<file path="src/rtl/mem_pkg.sv">
// Shared definitions for the memory-stage load/store unit: FSM state
// encoding, cache-bus tag field values and the tag header builder.
package mem_pkg;

  typedef enum logic [1:0] {
    IDLE = 2'd0,
    REQ  = 2'd1,
    WAIT = 2'd2,
    DONE = 2'd3
  } lsuState_t;

  // Tag header fields, most significant first: {dir, space, kind}.
  localparam logic READ   = 1'b1;
  localparam logic WRITE  = 1'b0;
  localparam logic MEMORY = 1'b0;
  localparam logic DATA   = 1'b0;

  localparam int TAG_HDR_W = 3;

  // Header placed in the top bits of every request tag; the rest is zero pad.
  function automatic logic [TAG_HDR_W-1:0] make_tag(input logic dir);
    return {dir, MEMORY, DATA};
  endfunction

endpackage

</file>
<file path="src/rtl/mem_watchdog.sv">
// Bus watchdog for the load/store unit. Counts enabled cycles and flags
// expiry in the TMO_CYC-th consecutive enabled cycle, so the owner can
// leave its wait state exactly TMO_CYC edges after entering it.
// TMO_CYC = 0 disables the watchdog entirely.
module mem_watchdog #(
  parameter int unsigned TMO_CYC = 1024
) (
  input  logic clk,
  input  logic reset,
  input  logic clear,
  input  logic enable,
  output logic expired
);

  if (TMO_CYC == 0) begin : g_off
    logic unusedWd;
    assign unusedWd = ^{clk, reset, clear, enable};
    assign expired  = 1'b0;
  end else begin : g_on
    localparam int CNT_W = (TMO_CYC > 1) ? $clog2(TMO_CYC) : 1;
    localparam logic [CNT_W-1:0] LAST = CNT_W'(TMO_CYC - 1);

    logic [CNT_W-1:0] count;
    logic             hit;

    assign hit     = (count == LAST);
    assign expired = enable & hit;

    // Count cycles spent waiting on the bus; saturate at the expiry value.
    always_ff @(posedge clk or posedge reset) begin
      // NOTE: sequential state is updated with non-blocking assignments so every
      // flop samples pre-edge values regardless of block ordering.
      if (reset) begin
        count <= '0;
      end else if (clear) begin
        count <= '0;
      end else if (enable && !hit) begin
        count <= count + CNT_W'(1);
      end
    end
  end

endmodule

</file>
<file path="src/rtl/mem_stage_lsu.sv">
// Memory stage load/store unit: launches one data-cache request per
// instruction, holds the pipeline until the cache answers with the matching
// tag (or the watchdog fires) and then presents the result until advance_in.
// Optional feature: define MEM_LSU_STORE_EN to issue WRITE requests for
// instructions whose destination is memory.
module mem_stage_lsu
  import mem_pkg::*;
#(
  parameter int unsigned ADDR_W  = 64,
  parameter int unsigned DATA_W  = 64,
  parameter int unsigned TAG_W   = 13,
  parameter int unsigned TMO_CYC = 1024
) (
  input  logic              clk,
  input  logic              reset,
  input  logic              valid_in,
  input  logic              can_mem_in,
  input  logic              rd_src1_in,
  input  logic              rd_src2_in,
  input  logic              wr_dest_in,
  input  logic [ADDR_W-1:0] addr_src1_in,
  input  logic [ADDR_W-1:0] addr_src2_in,
  input  logic [ADDR_W-1:0] addr_dest_in,
  input  logic [DATA_W-1:0] st_data_in,
  input  logic              advance_in,
  output logic              reqcyc,
  output logic [ADDR_W-1:0] req,
  output logic [DATA_W-1:0] req_wdata,
  output logic [TAG_W-1:0]  reqtag,
  input  logic              reqack,
  input  logic              respcyc,
  input  logic [DATA_W-1:0] resp,
  input  logic [TAG_W-1:0]  resptag,
  output logic              respack,
  output logic [DATA_W-1:0] mem_data_out,
  output logic              stall_out,
  output logic              success_out,
  output logic              fault_out
);

  lsuState_t         state;
  logic              reqCycR;
  logic [ADDR_W-1:0] reqAddrR;
  logic [TAG_W-1:0]  reqTagR;
  logic              respAckR;
  logic [DATA_W-1:0] memDataR;
  logic              faultR;

  logic [ADDR_W-1:0] selAddr;
  logic              selDir;
  logic [TAG_W-1:0]  selTag;
  logic              isStore;
  logic              memOp;
  logic              bothSrc;
  logic              accept;
  logic              launch;
  logic              inFlight;
  logic              respMatch;
  logic              wdExpired;

`ifdef MEM_LSU_STORE_EN
  logic [DATA_W-1:0] reqWdataR;
  assign isStore   = wr_dest_in;
  assign req_wdata = reqWdataR;
`else
  logic unusedStore;
  assign isStore     = 1'b0;
  assign req_wdata   = '0;
  assign unusedStore = ^{wr_dest_in, addr_dest_in, st_data_in};
`endif

  assign bothSrc   = rd_src1_in & rd_src2_in;
  assign memOp     = rd_src1_in | rd_src2_in | isStore;
  // Reset is folded in so the combinational outputs read 0 while it is held.
  assign accept    = (state == IDLE) & valid_in & can_mem_in & ~reset;
  assign launch    = accept & memOp & ~bothSrc;
  assign inFlight  = (state == REQ) | (state == WAIT);
  assign respMatch = respcyc & (resptag == reqTagR);

  // Pick the bus address and direction: src1 over src2 over the store address.
  always_comb begin
    // NOTE: every signal gets a default before any branch so no path leaves it
    // unassigned, which would otherwise infer a latch.
    selAddr = addr_src1_in;
    selDir  = READ;
    if (!rd_src1_in) begin
      if (rd_src2_in) begin
        selAddr = addr_src2_in;
      end
`ifdef MEM_LSU_STORE_EN
      else begin
        selAddr = addr_dest_in;
        selDir  = WRITE;
      end
`endif
    end
  end

  // Request tag: header fields in the top bits, zero pad below.
  always_comb begin
    selTag = '0;
    selTag[TAG_W-1 -: TAG_HDR_W] = make_tag(selDir);
  end

  mem_watchdog #(
    .TMO_CYC(TMO_CYC)
  ) u_watchdog (
    .clk    (clk),
    .reset  (reset),
    .clear  (~inFlight),
    .enable (inFlight),
    .expired(wdExpired)
  );

  // Access FSM with registered bus and result outputs.
  always_ff @(posedge clk or posedge reset) begin
    if (reset) begin
      state    <= IDLE;
      reqCycR  <= 1'b0;
      reqAddrR <= '0;
      reqTagR  <= '0;
      respAckR <= 1'b0;
      memDataR <= '0;
      faultR   <= 1'b0;
`ifdef MEM_LSU_STORE_EN
      reqWdataR <= '0;
`endif
    end else begin
      respAckR <= 1'b0;
      case (state)
        IDLE: begin
          if (accept) begin
            if (!memOp) begin
              memDataR <= '0;
              state    <= DONE;
            end else if (bothSrc) begin
              faultR <= 1'b1;
              state  <= DONE;
            end else begin
              reqCycR  <= 1'b1;
              reqAddrR <= selAddr;
              reqTagR  <= selTag;
`ifdef MEM_LSU_STORE_EN
              reqWdataR <= (selDir == WRITE) ? st_data_in : '0;
`endif
              state    <= REQ;
            end
          end
        end
        REQ: begin
          if (reqack && respMatch) begin
            reqCycR  <= 1'b0;
            respAckR <= 1'b1;
            if (reqTagR[TAG_W-1] == READ) memDataR <= resp;
            state    <= DONE;
          end else if (wdExpired) begin
            reqCycR <= 1'b0;
            faultR  <= 1'b1;
            state   <= DONE;
          end else if (reqack) begin
            reqCycR <= 1'b0;
            state   <= WAIT;
          end
        end
        WAIT: begin
          if (respMatch) begin
            respAckR <= 1'b1;
            if (reqTagR[TAG_W-1] == READ) memDataR <= resp;
            state    <= DONE;
          end else if (wdExpired) begin
            faultR <= 1'b1;
            state  <= DONE;
          end
        end
        DONE: begin
          if (advance_in) begin
            faultR <= 1'b0;
            state  <= IDLE;
          end
        end
        default: state <= IDLE;
      endcase
    end
  end

  assign reqcyc       = reqCycR;
  assign req          = reqAddrR;
  assign reqtag       = reqTagR;
  assign respack      = respAckR;
  assign mem_data_out = memDataR;
  assign fault_out    = faultR;
  assign stall_out    = launch | inFlight;
  assign success_out  = (state == DONE) | (accept & ~memOp);

endmodule

</file>
<file path="config.mk">
export PLATFORM = sky130hd
export DESIGN_NAME = mem_stage_lsu
export DESIGN_NICKNAME = d
export VERILOG_FILES = /design/src/rtl/mem_pkg.sv /design/src/rtl/mem_watchdog.sv /design/src/rtl/mem_stage_lsu.sv
export SDC_FILE = /design/constraint.sdc
export NUM_CORES = 1
export LEC_CHECK = 0
export BUFFER_PORTS_ARGS = -buffer_cell sky130_fd_sc_hd__buf_4
export CORE_AREA = 4 4 214 216
export DETAILED_ROUTE_END_ITERATION = 16
export DIE_AREA = 0 0 218 220
export PLACE_DENSITY_LB_ADDON = 0.3
export SYNTH_ARGS = -nofsm -noshare
export SYNTH_HDL_FRONTEND = slang
export SYNTH_SLANG_ARGS = --single-unit
</file>
<file path="constraint.sdc">
create_clock -name clk -period 12.65 [get_ports clk]
set_input_delay 1.265 -clock clk [delete_from_list [all_inputs] [get_ports clk]]
set_output_delay 1.265 -clock clk [all_outputs]
set_load 0.03 [all_outputs]
</file>
==> results_dict.tcl, run 1 <==
set metrics [dict create \
    rsz0062_at_grt "false" \
    synth_seq_cells 144 \
    peakVddDrop_uv 104 \
    die_w_um 218 \
    diodes 0 \
    crit_slowest_cell "or3_4" \
    critical_path.cell_chain "buf_4, inv_6, nand4_1, or3_4, nand2_1, buf_4" \
    cts_hold_buffers 0 \
    status "completed" \
    relSlewSlack_pct 31.6 \
    final.fill_count 4844 \
    drt_wl_total_um 23200 \
    critical_path.startpoint "reset" \
    die_y_um 220 \
    ctsRootBufferMaster "clkbuf_16" \
    critPathLaunchType "input port" \
    path_max_fanout 78 \
    synthTopCellsByCount "dfrtp_1, buf_4, nand2_1, o21ai_0, mux2i_1" \
    fin_hold_ws_ns 0.476 \
    leakagePower_nw 5.16 \
    drt_iter0_markers 165 \
    min_from "req[29]" \
    synthCells 623 \
    slew_violations 0 \
    crit_type "in -> out" \
    drc_errors 0 \
    yosysMostFrequentCell "dfrtp_1" \
    grt_usage_pct 9.49 \
    crit_end "stall_out" \
    syn-cell-area_um2 6820 \
    cts_tree "built" \
    reg2reg_slack_ns 9.95 \
    hold_viol_final 0 \
    vias 5581 \
    cts_resized 0 \
    ctsHtreeMaxLevel 4 \
    synth-seq-area-share_pct 52.9 \
    grt_pass1_vias 5702 \
    hold_depth 2 \
    max_stage_delay_ns 0.60 \
    yosys_warnings 0 \
    worst_ep_required_time_ns 11.39 \
    hpwlAfterDp_um 17600 \
    timing.fmax_mhz 231 \
    cts_buffers 17 \
    post_cts_buffers 0 \
    maxCapViolations 0 \
    initial_utilization_pct 15.5 \
    clk_pin_slew_ns 0.06 \
    drive_gt1_share_pct 40.5 \
    synth_top_area_share_pct 52.9 \
    setup_violations 0 \
    core_um2 43900 \
    dr.pass1.iters 4 \
    routedWlPerCell_um 14.8 \
    ant_nets 0 \
    gp_congestion 0.734 \
    clk_path_buf_depth 2 \
    nNetsFinal 1309 \
    r2r-end "mem_data_out[46]" \
    synthArstFlopShare_pct 100 \
    synth_largest_area_cell "dfrtp_1" \
    fin_crit_sh_pct 34.2 \
    cp.arrival_ns 3.07 \
    skew_ns 0.0126 \
    antenna_found_initial 0 \
    portBuffers 347 \
    timing.critical_path.mode_cell "buf_4" \
    hp-class "reg -> reg" \
    core.rowCount 77 \
    via_per_inst 3.57 \
    dieArea_um2 48000 \
    synth_edf_count 0 \
    clk_latency_ns 0.47 \
    yosysUniqueCellTypes 42 \
    r2r-start "state[0]" \
    powerDensity_nw_per_um2 231 \
    worstMarginPinSlew_ns 1.02 \
    syn2layout_area_growth_pct 52.9 \
    avgSynthCellArea_um2 10.9 \
    io_pins 553 \
    grt_max_degree 79 \
    grt.overflow.total 0 \
    ys.flop_type "dfrtp_1" \
    clkSinkCount 144 \
    yosys-top-cells-area "dfrtp_1, mux2i_1, buf_4" \
    min_period_ns 4.33 \
    crit_path_end_kind "primary output" \
    fin_util_pct 23.7 \
    reg2reg_depth 7 \
    grt_pass1_wl_um 34000 \
    setup_tns_ns 0 \
]
-- registers in the layout, summed over array words and instances, names as in the netlist --
name,cells
mem_data_out,64
respack,1
reqcyc,1
state,2
reqtag,1
fault_out,1
req,64
u_watchdog.g_on.count,10
-- report_power, final --
group          switching, mW  internal, mW  leakage, nW  total (mW)
logic                  0.706         0.425         2.97        1.13
registers             0.0924         0.627         1.87       0.720
clock network          0.220         0.338        0.308       0.557
-- final cells by class --
class / count / area [µm²] / area share (%)
Sequential cell: 144 / 3600 / 34.6
Multi-Input combinational cell: 428 / 2730 / 26.2
Timing Repair Buffer: 353 / 2650 / 25.4
Tap cell: 592 / 741 / 7.11
Clock buffer: 18 / 439 / 4.21
Clock inverter: 14 / 201 / 1.93
Inverter: 14 / 57.6 / 0.552
-- cells by family (layout without fill, tap and decap cells) --
logic type | Yosys count | in the layout | share of synthesized area (%)
compound gates | 156 | 156 | 15.7
xor+xnor | 6 | 6 | 0.771
fa+ha+maj | 8 | 8 | 1.47
buf+inv | 126 | 399 | 11.6
flops | 144 | 144 | 52.9
mux | 66 | 66 | 9.69
other cells | 1 | 76 | 0.0550
simple gates | 116 | 116 | 7.82
-- layer usage --
metal	track usage (%)	up-vias	share of wire [%]
met1	10.7	2624	39
li1	-	2716	-
met4	4.42	0	2.1
met2	15.6	219	50
met3	4.01	22	8.8
met5	0	-	0
-- placed cells by master, fill, tap and decap left out, types with 3 or more instances in the layout --
cell type and count:
buf_4 353, dfrtp_1 144, conb_1 76, nand2_1 75, o21ai_0 73, mux2i_1 66
a22o_1 64, clkbuf_16 17, inv_1 13, nor3_1 8, nor2_1 8, ha_1 8
inv_6 6, xnor2_1 5, a21oi_1 4, bufinv_16 4, nand4_1 3, a21o_1 3
nand3_1 3
-- worst max-delay path: cells and delay by family --
kind / cells / cell delay (ns)
simple gates: 3 / 0.96
buf+inv: 3 / 0.83
-- worst min-delay path by stage --
stage,endpoint,slack [ns]
finish,req[29],0.48
detailed placement,req[23],0.47
global route,req[47],0.51
floorplan,u_watchdog.g_on.count[1],0.48
CTS,req[30],0.49
global placement,req[58],0.46
-- metrics by stage --
| stage | cell area (µm²) | instances | setup slack (ns) | power, mW |
|---|---|---|---|---|
| floorplan | 7100 | 698 | 5.63 | 1.45 |
| global placement | 9780 | 1531 | 8.22 | 1.87 |
| detailed placement | 9780 | 1531 | 8.21 | 1.88 |
| CTS | 10400 | 1563 | 8.20 | 2.46 |
| global route | 10400 | 1563 | 8.07 | 2.56 |
| finish | 10400 | 1563 | 8.32 | 2.41 |
Note: power is estimated with default switching activity, not from simulation.
==> run 2, diff against run 1 <==
- CORE_AREA: 4 4 214 216 -> 4 4 215 217
- DIE_AREA: 0 0 218 220 -> 0 0 219 221
- clock period: 12.65 -> 4.25 ns (I/O delays scaled with it)
==> results_dict.tcl, run 2 (synthesis results as in run 1) <==
set metrics [dict create \
    drt_wl_total_um 22500 \
    dieArea_um2 48400 \
    maxCapViolations 0 \
    worstMarginPinSlew_ns 1.02 \
    ctsHtreeMaxLevel 4 \
    syn2layout_area_growth_pct 52.7 \
    clk_path_buf_depth 2 \
    setup_tns_ns 0 \
    leakagePower_nw 5.14 \
    setup_violations 0 \
    drc_errors 0 \
    place_ws_ns 1.24 \
    slew_violations 0 \
    relSlewSlack_pct 32.0 \
    power.total_mw 7.05 \
    peakVddDrop_uv 374 \
    initial_utilization_pct 15.5 \
    clk_pin_slew_ns 0.06 \
    critPathLaunchType "register" \
    ant_nets 0 \
    hpwlAfterDp_um 16900 \
    fin_crit_sh_pct 65.1 \
    worst_ep_required_time_ns 3.83 \
    clkSinkCount 144 \
    io_pins 553 \
    post_cts_buffers 0 \
    core_um2 44100 \
    timing.fmax_mhz 362 \
    fin_ws_ns 1.49 \
    final.fill_count 4823 \
    grt.overflow.total 0 \
    final_common_cell "buf_4" \
    die_w_um 219 \
    powerDensity_nw_per_um2 677 \
    via_per_inst 3.57 \
    drive_gt1_share_pct 40.4 \
    path_max_fanout 39 \
    cts_buffers 17 \
    dr.pass1.iters 4 \
    cts_tree "built" \
    cts_resized 0 \
    grt_max_degree 145 \
    skew_ns 0.0111 \
    grt_pass1_wl_um 33700 \
    grt_usage_pct 9.22 \
    design_area_um2 10400 \
    grt_pass1_vias 5645 \
    nNetsFinal 1308 \
    hold_viol_final 0 \
    hp-class "in -> async" \
    routedWlPerCell_um 14.4 \
    cts_hold_buffers 0 \
    min_period_ns 2.76 \
    vias 5572 \
    ctsRootBufferMaster "clkbuf_16" \
    clk_latency_ns 0.46 \
    final_cell_mix "buf_4, dfrtp_1, conb_1, nand2_1, o21ai_0" \
    core.rowCount 77 \
    status "completed" \
    die_y_um 221 \
    drt_iter0_markers 168 \
    crit_path_end_kind "primary output" \
    rsz0062_at_grt "false" \
    antenna_found_initial 2 \
    cp.arrival_ns 2.34 \
    portBuffers 347 \
    dpl_cell_area_um2 9820 \
    gp_congestion 0.746 \
    crit_type "reg -> out" \
]
-- run 2: cell count changes in the layout (fill, tap and decap cells not counted), sizes merged --
cell	before	now
bufinv	4	2
inv	19	16
clkinv	3	4
buf	353	352
diode	0	1
clkbuf	18	19
clkinvlp	2	4
-- run 2: metrics by stage --
stage / utilization, % / hold slack [ns] / cells
floorplan: - / 0.476 / 698
detailed placement: 22.3 / 0.471 / 1530
global placement: 22.3 / 0.463 / 1530
finish: 23.6 / 0.0942 / 1562
CTS: 23.6 / 0.106 / 1561
global route: 23.6 / 0.128 / 1562
-- run 2: power breakdown --
part,internal [mW],switching [mW],total (mW)
logic,1.28,2.10,3.38
clock network,0.892,0.636,1.53
registers,1.87,0.278,2.15
total,4.04,3.01,7.05
-- run 2: final timing paths --
kind	depth (start not counted)	slack [ns]	from	to
worst min-delay path	3	0.09	reset	respack
min in group clk	2	0.17	resp[34]	mem_data_out[34]
worst min register to register	2	0.48	req[47]	req[47]
worst max register to register	7	1.71	state[0]	mem_data_out[55]
max in group asynchronous	3	3.27	reset	mem_data_out[25]
worst max-delay path	6	1.49	state[0]	stall_out
-- run 2: metal layers --
| layer | vias up | routed length [µm] | track usage [%] |
|---|---|---|---|
| li1 | 2703 | - | - |
| met1 | 2561 | 9150 | 10.9 |
| met2 | 284 | 10300 | 14.2 |
| met3 | 22 | 2540 | 4.58 |
| met4 | 2 | 453 | 3.93 |
| met5 | - | 12 | 0 |
-- run 2: layout make-up --
type	count	area [µm²]	area share, %
antenna	1	2.50	0.0240
timing repair buffer	352	2690	25.9
tap	592	741	7.11
sequential	144	3600	34.6
inverter	14	56.3	0.541
clock buffer	19	453	4.35
multi-input combinational	428	2730	26.2
clock inverter	12	133	1.27
-- run 2: worst max-delay path, cell delays in order (launching register included) --
cell and delay (ns):
dfrtp_1 0.41, inv_1 0.14, ha_1 0.28, nand4_1 0.14, or3_4 0.54, nand2_1 0.17
buf_4 0.19
